**config.mk**
```make
export PLATFORM = sky130hd
export DESIGN_NAME = bin_to_bcd_seq_flat
export DESIGN_NICKNAME = d
export VERILOG_FILES = /design/src/rtl/bin_to_bcd_seq_pkg.sv /design/src/rtl/bin_to_bcd_seq_if.sv /design/src/rtl/bin_to_bcd_seq_bcd_add3.sv /design/src/rtl/bin_to_bcd_seq.sv /design/src/flat_wrapper.sv
export SDC_FILE = /design/constraint.sdc
export NUM_CORES = 1
export LEC_CHECK = 0
export ABC_AREA = 1
export CAP_MARGIN = 25
export CORE_UTILIZATION = 31
export DETAILED_ROUTE_END_ITERATION = 10
export DONT_BUFFER_PORTS = 1
export RECOVER_POWER = 50
export SLEW_MARGIN = 10
export SYNTH_ARGS = -nofsm -noshare
export SYNTH_HDL_FRONTEND = slang
export SYNTH_SLANG_ARGS = --single-unit
```
**constraint.sdc**
```tcl
create_clock -name i_clk -period 1.3 [get_ports i_clk]
set_input_delay 0.195 -clock i_clk [delete_from_list [all_inputs] [get_ports i_clk]]
set_output_delay 0.195 -clock i_clk [all_outputs]
set_load 0.01 [all_outputs]
```
**src/rtl/bin_to_bcd_seq_pkg.sv**
```systemverilog
// Shared types and constants for the sequential binary-to-BCD converter.
// State encodings and the decimal range limit live here.
package bin_to_bcd_seq_pkg;

  localparam int unsigned BCD_DIGIT_W = 4;
  localparam int unsigned MAX_VAL     = 999;

  typedef enum logic [1:0] {
    StIdle   = 2'd0,
    StConv   = 2'd1,
    StFinish = 2'd2
  } state_e;

  // Largest value representable in `digits` decimal digits.
  function automatic int unsigned max_val(input int unsigned digits);
    int unsigned m;
    m = 1;
    for (int unsigned i = 0; i < digits; i++) begin
      m = m * 10;
    end
    return m - 1;
  endfunction

endpackage

```
**src/rtl/bin_to_bcd_seq_if.sv**
```systemverilog
// Request/result bundle between the binary datapath and the BCD converter.
interface bin_to_bcd_seq_if
  import bin_to_bcd_seq_pkg::*;
#(
  parameter int unsigned BIN_W  = 10,
  parameter int unsigned DIGITS = 3
);

  logic                          start;
  logic [BIN_W-1:0]              bin_in;
  logic                          busy;
  logic                          done;
  logic                          overflow;
  logic [BCD_DIGIT_W*DIGITS-1:0] bcd_out;

  modport master (
    output start, bin_in,
    input  busy, done, overflow, bcd_out
  );

  modport slave (
    input  start, bin_in,
    output busy, done, overflow, bcd_out
  );

endinterface

```
**src/rtl/bin_to_bcd_seq_bcd_add3.sv**
```systemverilog
// One double-dabble digit correction: add 3 when the digit is 5 or more.
module bcd_add3 (
  input  logic [3:0] i_digit,
  output logic [3:0] o_digit
);

  assign o_digit = (i_digit >= 4'd5) ? i_digit + 4'd3 : i_digit;

endmodule

```
**src/rtl/bin_to_bcd_seq.sv**
```systemverilog
// Sequential double-dabble converter: one bit per cycle, result held until the next done.
// Out-of-range inputs are flagged and reported as all nines.
module bin_to_bcd_seq
  import bin_to_bcd_seq_pkg::*;
#(
  parameter int unsigned BIN_W  = 10,
  parameter int unsigned DIGITS = 3
) (
  input logic              i_clk,
  input logic              i_rst_n,
  bin_to_bcd_seq_if.slave  bus
);

  localparam int unsigned SCR_W  = BCD_DIGIT_W * DIGITS;
  localparam int unsigned CNT_W  = $clog2(BIN_W + 1);
  localparam logic [31:0] MAX_V  = 32'(max_val(DIGITS));
  localparam logic [CNT_W-1:0] LAST_IT = CNT_W'(BIN_W - 1);

  state_e           r_state;
  logic [BIN_W-1:0] r_shreg;
  logic [SCR_W-1:0] r_scratch;
  logic [SCR_W-1:0] r_bcd;
  logic [CNT_W-1:0] r_cnt;
  logic             r_ovf_pend;
  logic             r_ovf;
  logic             r_busy;
  logic             r_done;

  logic [SCR_W-1:0] w_adj;
  logic             w_over;

  for (genvar i = 0; i < DIGITS; i++) begin : g_add3
    bcd_add3 u_add3 (
      .i_digit (r_scratch[i*BCD_DIGIT_W +: BCD_DIGIT_W]),
      .o_digit (w_adj[i*BCD_DIGIT_W +: BCD_DIGIT_W])
    );
  end

  assign w_over = 32'(bus.bin_in) > MAX_V;

  always_ff @(posedge i_clk or negedge i_rst_n) begin
    if (!i_rst_n) begin
      r_state    <= StIdle;
      r_shreg    <= '0;
      r_scratch  <= '0;
      r_bcd      <= '0;
      r_cnt      <= '0;
      r_ovf_pend <= 1'b0;
      r_ovf      <= 1'b0;
      r_busy     <= 1'b0;
      r_done     <= 1'b0;
    end else begin
      r_done <= 1'b0;
      unique case (r_state)
        StIdle: begin
          if (bus.start) begin
            r_shreg    <= bus.bin_in;
            r_scratch  <= '0;
            r_cnt      <= '0;
            r_ovf_pend <= w_over;
            r_busy     <= 1'b1;
            r_state    <= StConv;
          end
        end
        StConv: begin
          // Corrected digits and the shift register move left as one word.
          r_scratch <= {w_adj[SCR_W-2:0], r_shreg[BIN_W-1]};
          r_shreg   <= {r_shreg[BIN_W-2:0], 1'b0};
          r_cnt     <= r_cnt + CNT_W'(1);
          if (r_cnt == LAST_IT) begin
            r_state <= StFinish;
          end
        end
        StFinish: begin
          r_bcd   <= r_ovf_pend ? {DIGITS{4'h9}} : r_scratch;
          r_ovf   <= r_ovf_pend;
          r_done  <= 1'b1;
          r_busy  <= 1'b0;
          r_state <= StIdle;
        end
        default: r_state <= StIdle;
      endcase
    end
  end

  assign bus.busy     = r_busy;
  assign bus.done     = r_done;
  assign bus.overflow = r_ovf;
  assign bus.bcd_out  = r_bcd;

endmodule

```
**src/flat_wrapper.sv**
```systemverilog
// flat-port wrapper written by rule: the top's interface ports become plain ports
module bin_to_bcd_seq_flat import bin_to_bcd_seq_pkg::*;
#(
  parameter int unsigned BIN_W  = 10,
  parameter int unsigned DIGITS = 3
)
  (i_clk, i_rst_n, bus_start, bus_bin_in, bus_busy, bus_done, bus_overflow, bus_bcd_out);
  bin_to_bcd_seq_if #(.BIN_W(BIN_W), .DIGITS(DIGITS)) bus_i ();
  input logic i_clk;
  input logic i_rst_n;
  input wire logic [$bits(bus_i.start)-1:0] bus_start;
  input wire logic [$bits(bus_i.bin_in)-1:0] bus_bin_in;
  output wire logic [$bits(bus_i.busy)-1:0] bus_busy;
  output wire logic [$bits(bus_i.done)-1:0] bus_done;
  output wire logic [$bits(bus_i.overflow)-1:0] bus_overflow;
  output wire logic [$bits(bus_i.bcd_out)-1:0] bus_bcd_out;
  assign bus_i.start = bus_start;
  assign bus_i.bin_in = bus_bin_in;
  assign bus_busy = bus_i.busy;
  assign bus_done = bus_i.done;
  assign bus_overflow = bus_i.overflow;
  assign bus_bcd_out = bus_i.bcd_out;
  bin_to_bcd_seq #(.BIN_W(BIN_W), .DIGITS(DIGITS)) u_core (.i_clk(i_clk), .i_rst_n(i_rst_n), .bus(bus_i));
endmodule
```
Word level (Yosys, flattened, before mapping)
Cells that the tools add are included.
{"block": "classes", "add_sub_neg": 4, "order_cmp": 4, "eq_ne": 5, "muxes": 16, "n_reduce_logical": 7}
{"op": "$mux W12", "count": 2}
{"op": "$pmux W12 S2", "count": 1}
{"op": "$pmux W10 S2", "count": 1}
{"op": "$ge A4 B3 Y1 const B", "count": 3}
{"op": "$mux W4", "count": 3}
{"op": "$gt A10 B10 Y1 const B", "count": 1}
{"op": "$mux W10", "count": 1}
{"op": "$add A4 B2 Y4 const B", "count": 2}
{"op": "$pmux W4 S2", "count": 1}
{"op": "$reduce_and A2 Y1", "count": 4}
{"op": "$add A4 B1 Y4 const B", "count": 1}
{"op": "$eq A4 B4 Y1 const B", "count": 1}
{"op": "$mux W2", "count": 2}
{"op": "$pmux W2 S2", "count": 1}
{"op": "$reduce_bool A2 Y1", "count": 2}
{"op": "$add A3 B2 Y3 const B", "count": 1}
{"op": "$mux W3", "count": 1}
{"op": "$eq A2 B1 Y1 const B", "count": 1}
{"op": "$eq A2 B2 Y1 const B", "count": 1}
{"op": "$logic_not A2 Y1", "count": 1}
{"op": "$mux W1", "count": 2}
{"op": "$ne A2 B1 Y1 const B", "count": 1}
{"op": "$ne A2 B2 Y1 const B", "count": 1}
{"op": "$pmux W1 S2", "count": 1}
{"block": "word_totals", "reg_bits": 44, "inputBits": 13, "out_inout_bits": 15, "word_cells": 45}

Logic depth before layout (Yosys ltp)
Gate-level depths: netlist of the first run.
{"block": "logic_depth", "word_depth": 3, "depth_mapped": 8, "ltp_nobuf": 8}

Cells and area by module
Synthesis of the first run repeated with hierarchy kept, for this count alone.
{"block": "unflattened", "cells_unflattened": 274, "hier_area_um2": 2219.6}
{"module": "bin_to_bcd_seq", "instances": 1, "cells_per_inst": 205, "area_each_um2": 1814.2, "seq_area_each_um2": 1101.1}
{"module": "bcd_add3", "instances": 3, "cells_per_inst": 23, "area_each_um2": 135.1, "seq_area_each_um2": 0.0}

Worst setup path after synthesis of the first run
OpenSTA, ideal clock, no wires.
{"block": "synth_path", "path_type": "register to register", "startpoint": "reg u_core.r_scratch[0]", "endpoint": "reg u_core.r_scratch[4]", "setup_time_ps": 124, "arrival_time_ps": 1013, "required_time_ps": 1176, "path_slack_ps": 163, "stages_incl_launch_ff": 8, "path_buffers": 0, "synth_period_minus_slack_ps": 1137, "cell_sequence": "dfrtp_1 inv_1 ha_1 inv_1 nand2_1 nand3_1 nand2_1 o21bai_1"}
{"block": "synth_via", "elab_chain_len": 3, "word_cells_on_any_way": 4, "cone_classes": "1 x add/sub; 1 x order compare; 2 x mux"}
{"item": "start: declaration", "line": "bin_to_bcd_seq.sv:21", "rtl": "logic [SCR_W-1:0] r_scratch;"}
{"item": "start signal: assignment", "line": "bin_to_bcd_seq.sv:67", "rtl": "r_scratch <= {w_adj[SCR_W-2:0], r_shreg[BIN_W-1]};"}
{"item": "$add A4 B2 Y4 or $ge A4 B3 Y1 (tied branches)", "line": "bin_to_bcd_seq_bcd_add3.sv:7", "rtl": "assign o_digit = (i_digit >= 4'd5) ? i_digit + 4'd3 : i_digit;"}
{"item": "$mux W4 *", "line": "bin_to_bcd_seq_bcd_add3.sv:7"}
{"item": "$pmux W12 S2 *", "line": "bin_to_bcd_seq.sv:54", "rtl": "unique case (r_state)"}
Every way passes the cells marked *; elsewhere a longest branch is shown, timed or not.
A chain may end at the register's enable or synchronous reset.

Final worst setup path of the first run
{"block": "layout_path", "startpoint": "reg u_core.r_scratch[4]", "endpoint": "reg u_core.r_scratch[6]"}
The elaborated chain is that of the path after synthesis.

==> results.sh, run 1 <==
export IMPL_fraction_of_layout_instances_using_a_drive_strength_above_1=0.169
export IMPL_first_pass_grt_wire_length_mm=7.32
export IMPL_yosys_area_top_type_share=0.526
export IMPL_post_synth_main_area_contributors="dfrtp_1 53%, nand2_1 13%, nand3_1 6.0%"
export IMPL_share_of_synthesized_area_occupied_by_flip_flops_and_latches=0.526
export IMPL_final_setup_skew_ps=7.56
export IMPL_synth_avg_cell_area_um2=8.68
export IMPL_synth_top_flop_cell="dfrtp_1"
export IMPL_yosys_warnings=0
export IMPL_clkLatencyLatePin_ps=290
export IMPL_std_cell_rows=29
export IMPL_critical_path_cell_chain="buf_4 > ha_1 > nand2_1 > nand3_1 > nand2_1 > nand3_1 > nand2_1"
export IMPL_max_cap_violations=0
export IMPL_synth_area_um2=2090
export IMPL_cp_end_kind="register"
export IMPL_synth_nets=262
export IMPL_crit_path_frequent_cell="nand2_1"
export IMPL_timing_final_crit_period_ps=1220
export IMPL_power_ir_vdd_worst_uv=806
export IMPL_report_final_setup_viol=0
export IMPL_worst_endpoint_required_ps=1530
export IMPL_post_synth_top_count_cell="nand2_1"
export IMPL_io_pins=28
export IMPL_fmax_mhz=819
export IMPL_cts_tree="done"
export IMPL_hold_ws_ps=18.1
export IMPL_worst_setup_hold_path_clk_slew_ps=80
export IMPL_fin_tns_setup_ps=0
export IMPL_multi_input_comb_area_um2=862
export IMPL_tightestPinTransition_ps=616
export IMPL_min_delay_path_class="in2reg"
export IMPL_htreeDepth=2
export IMPL_post_layout_utilization_of_the_core=0.371
export IMPL_route_vias_total=1636
export IMPL_grt_setup_unrepaired="false"
export IMPL_distinct_cells_synth=27
export IMPL_arrival_ps=1450
export IMPL_dpl_worst_slack_ps=35.7
export IMPL_synthTopCellsByCount="75 x nand2_1, 44 x dfrtp_1, 25 x nand3_1, 19 x inv_1, 16 x nor2_1"
export IMPL_violations="DRC"
export IMPL_final_hold_viols=0
export IMPL_final_antenna_net_count=0
export IMPL_standard_cell_core_area_um2=6420
export IMPL_io_buffers=0
export IMPL_routed_wirelength_mm=4.19
export IMPL_critical_path_peak_fanout=3
export IMPL_final_max_slew_viol_count=0
export IMPL_final_setup_worst_slack_ps=79.6
export IMPL_critical_path_slowest_cell="dfrtp_1"
export IMPL_gr_usage_all_layers=0.131
export IMPL_clockRootBuffer="clkbuf_8"
export IMPL_synth_enable_flop_cells=0
export IMPL_initial_core_util=0.326
export IMPL_report_power_total_mw=5.72
export IMPL_chipWidth_um=84.2
export IMPL_max_stage_delay_ps=390
export IMPL_post_synth_inst_count=241
export IMPL_p_leak_nw=1.19
export IMPL_vias_per_std_cell=4.84
export IMPL_critical_path_startpoint_type="register"
export IMPL_power_per_cell_area_nw_per_um2=2400
export IMPL_detailedPlacementHpwl_mm=2.91
export IMPL_relSlewSlack=0.589
export IMPL_fin_crit_sh=0.939
export IMPL_drtPass1Iterations=7
export IMPL_path_buf_inv=1
export IMPL_worst_setup_path_category="reg2reg"
export IMPL_number_of_nets_in_the_finished_design=281
export IMPL_design_die_area_um2=7080
export IMPL_routabilityCongestion=0.822
export IMPL_clock_sink_count=44
export IMPL_status="complete, but fails checks"
export IMPL_routed_wire_length_per_instance_um=12.4
export IMPL_ys_seq_elements=44
export IMPL_drt_initial_drc_count=112
export IMPL_synthArstFlopShare=1.00
export IMPL_flow_area_growth_from_synthesis_pct=13.9
export IMPL_pin_count_of_the_biggest_net_entering_global_routing=45
export IMPL_floorplan_die_height_um=84.2
export IMPL_fill_cells=658
export IMPL_cts_buffers=5
export IMPL_leftover_overflow_at_the_end_of_global_routing=0
export IMPL_number_of_antenna_violations_at_the_first_check_in_global_routing=0
export IMPL_first_global_vias=1605
export IMPL_synth_top_cell_by_area="dfrtp_1"
export IMPL_diodes=0
export IMPL_timing_critical_path_max_delay_family="simple AND/OR/NAND/NOR gates"
export IMPL_route_detailed_drc=8
export IMPL_area_sequential_um2=1100
export IMPL_max_clock_path_buffers=2
cells in the final DEF (no fill, tap or decap):
master / n
a21oi_1: 9
a22oi_1: 1
a31oi_1: 1
buf_4: 15
clkbuf_4: 1
clkbuf_8: 6
clkinv_2: 2
dfrtp_1: 44
dlygate4sd3_1: 1
ha_1: 8
inv_1: 16
inv_2: 5
inv_4: 2
inv_6: 1
nand2_1: 75
nand2_2: 2
nand3_1: 24
nand3_2: 1
nand4_1: 7
nor2_1: 16
nor2_2: 1
nor2_4: 1
nor2_8: 1
nor3_1: 1
o211ai_1: 1
o21ai_0: 5
o21ai_1: 4
o21ai_2: 6
o21bai_1: 2
o22ai_1: 2
routing by layer:
layer,global-route usage,up-vias,routed length (um)
met3,0.0374,5,187
met1,0.174,774,2120
met2,0.206,35,1840
met4,0.0423,0,42
met5,0,-,0
li1,-,822,-
power breakdown:
| group | internal [mW] | total, mW | switching, mW | leakage, nW |
|---|---|---|---|---|
| Clock | 0.425 | 0.890 | 0.465 | 0.0510 |
| Sequential | 1.92 | 2.41 | 0.487 | 0.548 |
| Combinational | 0.993 | 2.42 | 1.43 | 0.590 |
| Total | 3.34 | 5.72 | 2.38 | 1.19 |
state kept, by name, summed over array words and instances (netlist names):
register	count
u_core.bus.overflow	1
u_core.r_state	2
u_core.r_shreg	10
u_core.bus.bcd_out	12
u_core.r_cnt	4
u_core.r_scratch	12
u_core.r_ovf_pend	1
u_core.bus.done	1
u_core.bus.busy	1
kinds of logic after synthesis:
family          share of synthesized area
simple gates                        0.270
flops                               0.526
compound gates                     0.0915
buf+inv                            0.0640
fa+ha+maj                          0.0478
layout make-up:
class | instances | share of cell area
timing repair buffer | 17 | 0.0546
clock inverter | 2 | 0.00420
sequential | 44 | 0.462
tap | 77 | 0.0404
inverter | 24 | 0.0420
clock buffer | 6 | 0.0347
multi-input combinational | 168 | 0.362
path summary, 6_finish.rpt:
| path | startpoint | cells past startpoint | endpoint | slack (ps) |
|---|---|---|---|---|
| worst max-delay path | u_core.r_scratch[4] | 7 | u_core.r_scratch[6] | 80 |
| worst min-delay path | bus_bin_in[0] | 2 | u_core.r_shreg[0] | 20 |
| worst max register to register | u_core.r_scratch[4] | 7 | u_core.r_scratch[6] | 80 |
| worst min register to register | u_core.r_shreg[0] | 2 | u_core.r_shreg[0] | 480 |
| max in group asynchronous | i_rst_n | 2 | u_core.r_shreg[4] | 400 |
| min in group asynchronous | i_rst_n | 2 | u_core.bus.bcd_out[4] | 490 |
what timing repair did:
action	4_1_cts	5_1_grt
setup buffers	0	4
hold buffers	2	0
endpoints found under the setup margin	0	11
resized for setup	0	6
hold endpoints to repair	44	0
stage by stage:
| step | instances | area, um^2 |
|---|---|---|
| 6_report | 338 | 2380 |
| 5_1_grt | 338 | 2380 |
| 4_1_cts | 334 | 2360 |
| 3_5_place_dp | 324 | 2230 |
| 3_3_place_gp | 324 | 2230 |
| 2_1_floorplan | 241 | 2090 |
Power figures use the tool's default switching activity.
==> run 2: changes to the inputs <==
==> constraint.sdc (replaced) <==
create_clock -name i_clk -period 1.35 [get_ports i_clk]
set_input_delay 0.2025 -clock i_clk [delete_from_list [all_inputs] [get_ports i_clk]]
set_output_delay 0.2025 -clock i_clk [all_outputs]
set_load 0.01 [all_outputs]
==> run 2 against run 1 <==
  * The run still ends with DRC left
  * Register-to-register slack improved by 40 ps
  * Wire length fell by 3.6%
  * Non-clock buffer count down 5
  * Total power decreased by 5.6%
  * Worst setup slack improved by 35 ps
  * Largest cell class unchanged
  * Highest routed layer unchanged
==> results.sh, run 2 (same netlist as run 1, synthesis figures left out) <==
export IMPL_ff2ff_setup_slack_ps=110
export IMPL_cp_end_kind="register"
export IMPL_first_global_vias=1531
export IMPL_status="complete, but fails checks"
export IMPL_arrival_ps=1460
export IMPL_routed_wire_length_per_instance_um=12.1
export IMPL_most_common_library_cell_in_the_layout_ignoring_fill_and_taps="nand2_1"
export IMPL_io_buffers=0
export IMPL_clockRootBuffer="clkbuf_8"
export IMPL_floorplan_die_height_um=84.2
export IMPL_gr_usage_all_layers=0.126
export IMPL_htreeDepth=2
export IMPL_p_leak_nw=1.16
export IMPL_clkLatencyLatePin_ps=290
export IMPL_initial_core_util=0.326
export IMPL_fill_cells=668
export IMPL_drtPass1Iterations=7
export IMPL_cts_tree="done"
export IMPL_std_cell_rows=29
export IMPL_cts_buffers=5
export IMPL_first_pass_grt_wire_length_mm=7.08
export IMPL_critical_path_peak_fanout=16
export IMPL_diodes=0
export IMPL_hold_ws_ps=38.4
export IMPL_clock_sink_count=44
export IMPL_dpl_worst_slack_ps=133
export IMPL_power_net_switching_mw=2.22
export IMPL_number_of_nets_in_the_finished_design=276
export IMPL_portion_of_total_power_attributed_to_combinational_logic=0.416
export IMPL_routabilityCongestion=0.819
export IMPL_io_pins=28
export IMPL_fraction_of_layout_instances_using_a_drive_strength_above_1=0.141
export IMPL_pin_count_of_the_biggest_net_entering_global_routing=45
export IMPL_standard_cell_core_area_um2=6420
export IMPL_fin_crit_sh=0.915
export IMPL_final_setup_worst_slack_ps=115
export IMPL_routed_wirelength_mm=4.04
export IMPL_max_stage_delay_ps=450
export IMPL_max_clock_path_buffers=2
export IMPL_drt_initial_drc_count=125
export IMPL_min_delay_path_class="in2reg"
export IMPL_flow_area_growth_from_synthesis_pct=12.2
export IMPL_worst_endpoint_required_ps=1570
export IMPL_worst_setup_hold_path_clk_slew_ps=90
export IMPL_timing_final_crit_period_ps=1240
export IMPL_seq_power_share=0.428
export IMPL_mostFrequentLayoutCells="75 x nand2_1, 44 x dfrtp_1, 25 x nand3_1"
export IMPL_route_detailed_drc=8
export IMPL_grt_setup_unrepaired="false"
export IMPL_sw_frac_of_total=0.411
export IMPL_layout_cells_non_filler=333
export IMPL_leftover_overflow_at_the_end_of_global_routing=0
export IMPL_final_setup_skew_ps=9.48
export IMPL_final_antenna_net_count=0
export IMPL_chipWidth_um=84.2
export IMPL_placed_cells=322
export IMPL_detailedPlacementHpwl_mm=2.88
export IMPL_route_vias_total=1605
export IMPL_final_hold_viols=0
export IMPL_critical_path_cell_chain="nand2_2 > nand2_2 > inv_2 > nand2_1 > nand3_1"
export IMPL_critical_path_slowest_cell="dfrtp_1"
export IMPL_power_frac_clock=0.156
export IMPL_worst_setup_path_category="reg2reg"
export IMPL_number_of_antenna_violations_at_the_first_check_in_global_routing=0
export IMPL_fmax_mhz=810
export IMPL_violations="DRC"
export IMPL_relSlewSlack=0.602
export IMPL_design_die_area_um2=7080
export IMPL_final_max_slew_viol_count=0
export IMPL_critical_path_startpoint_type="register"
export IMPL_report_final_setup_viol=0
export IMPL_cellInternalPower_mw=3.18
export IMPL_fin_tns_setup_ps=0
export IMPL_power_ir_vdd_worst_uv=710
export IMPL_power_per_cell_area_nw_per_um2=2300
export IMPL_tightestPinTransition_ps=597
export IMPL_vias_per_std_cell=4.82
export IMPL_crit_path_frequent_cell="nand2_2"
export IMPL_area_sequential_um2=1100
export IMPL_multi_input_comb_area_um2=857
export IMPL_post_layout_utilization_of_the_core=0.365
export IMPL_max_cap_violations=0
## run 2: cell count changes in the layout (fill, tap and decap cells not counted)
cell      delta
buf_12       +1
clkbuf_1     +2
nand3_1      +1
inv_4        -1
clkinv_2     -2
buf_4        -6
inv_2        +1
nand3_2      -1
## run 2: critical path, delay by kind of cell, from the launching register on
| kind | cells | cell delay (ps) |
|---|---|---|
| buffers and inverters | 1 | 270 |
| AND/OR/NAND/NOR | 4 | 440 |
| flip-flops | 1 | 450 |
## run 2: timing repair
| item | in CTS | in global routing |
|---|---|---|
| gates resized for setup | 0 | 3 |
| setup buffers | 0 | 1 |
| endpoints found under the setup margin | 0 | 7 |
| hold buffers | 2 | 0 |
| endpoints found under the hold margin | 44 | 0 |
## run 2: final cells by class
class | count | share of cell area
repair buffers | 12 | 0.0448
flip-flops and latches | 44 | 0.469
multi-input cells | 168 | 0.365
inverters | 24 | 0.0416
well taps | 77 | 0.0410
clock buffers | 8 | 0.0384
## run 2: power groups by stage
stage          Sequential (mW)  Combinational, mW  Clock (mW)
2_1_floorplan             2.25               1.70           0
3_3_place_gp              2.33               2.17           0
3_5_place_dp              2.34               2.21           0
4_1_cts                   2.32               2.25       0.872
5_1_grt                   2.38               2.64       0.918
6_report                  2.31               2.25       0.841
## run 2: metal layers
metal	vias to the layer above	GRT usage	wire length, um
li1	810	-	-
met3	4	0.0423	216
met1	749	0.169	2040
met5	-	0	0
met4	0	0.0361	35
met2	42	0.193	1750
## run 2: worst paths after layout
kind,cells after the start,to,from
worst max-delay path,5,u_core.r_shreg[8],u_core.r_state[0]
worst min-delay path,2,u_core.r_shreg[0],bus_bin_in[0]
worst max register to register,5,u_core.r_shreg[8],u_core.r_state[0]
worst min register to register,2,u_core.r_shreg[6],u_core.r_shreg[6]
max in group asynchronous,2,u_core.r_shreg[3],i_rst_n
min in group asynchronous,2,u_core.bus.busy,i_rst_n
## run 2: stage by stage
stage / cell area (um^2) / power, mW
6_report: 2350 / 5.40
5_1_grt: 2350 / 5.94
4_1_cts: 2360 / 5.44
3_5_place_dp: 2230 / 4.55
3_3_place_gp: 2230 / 4.50
2_1_floorplan: 2090 / 3.94
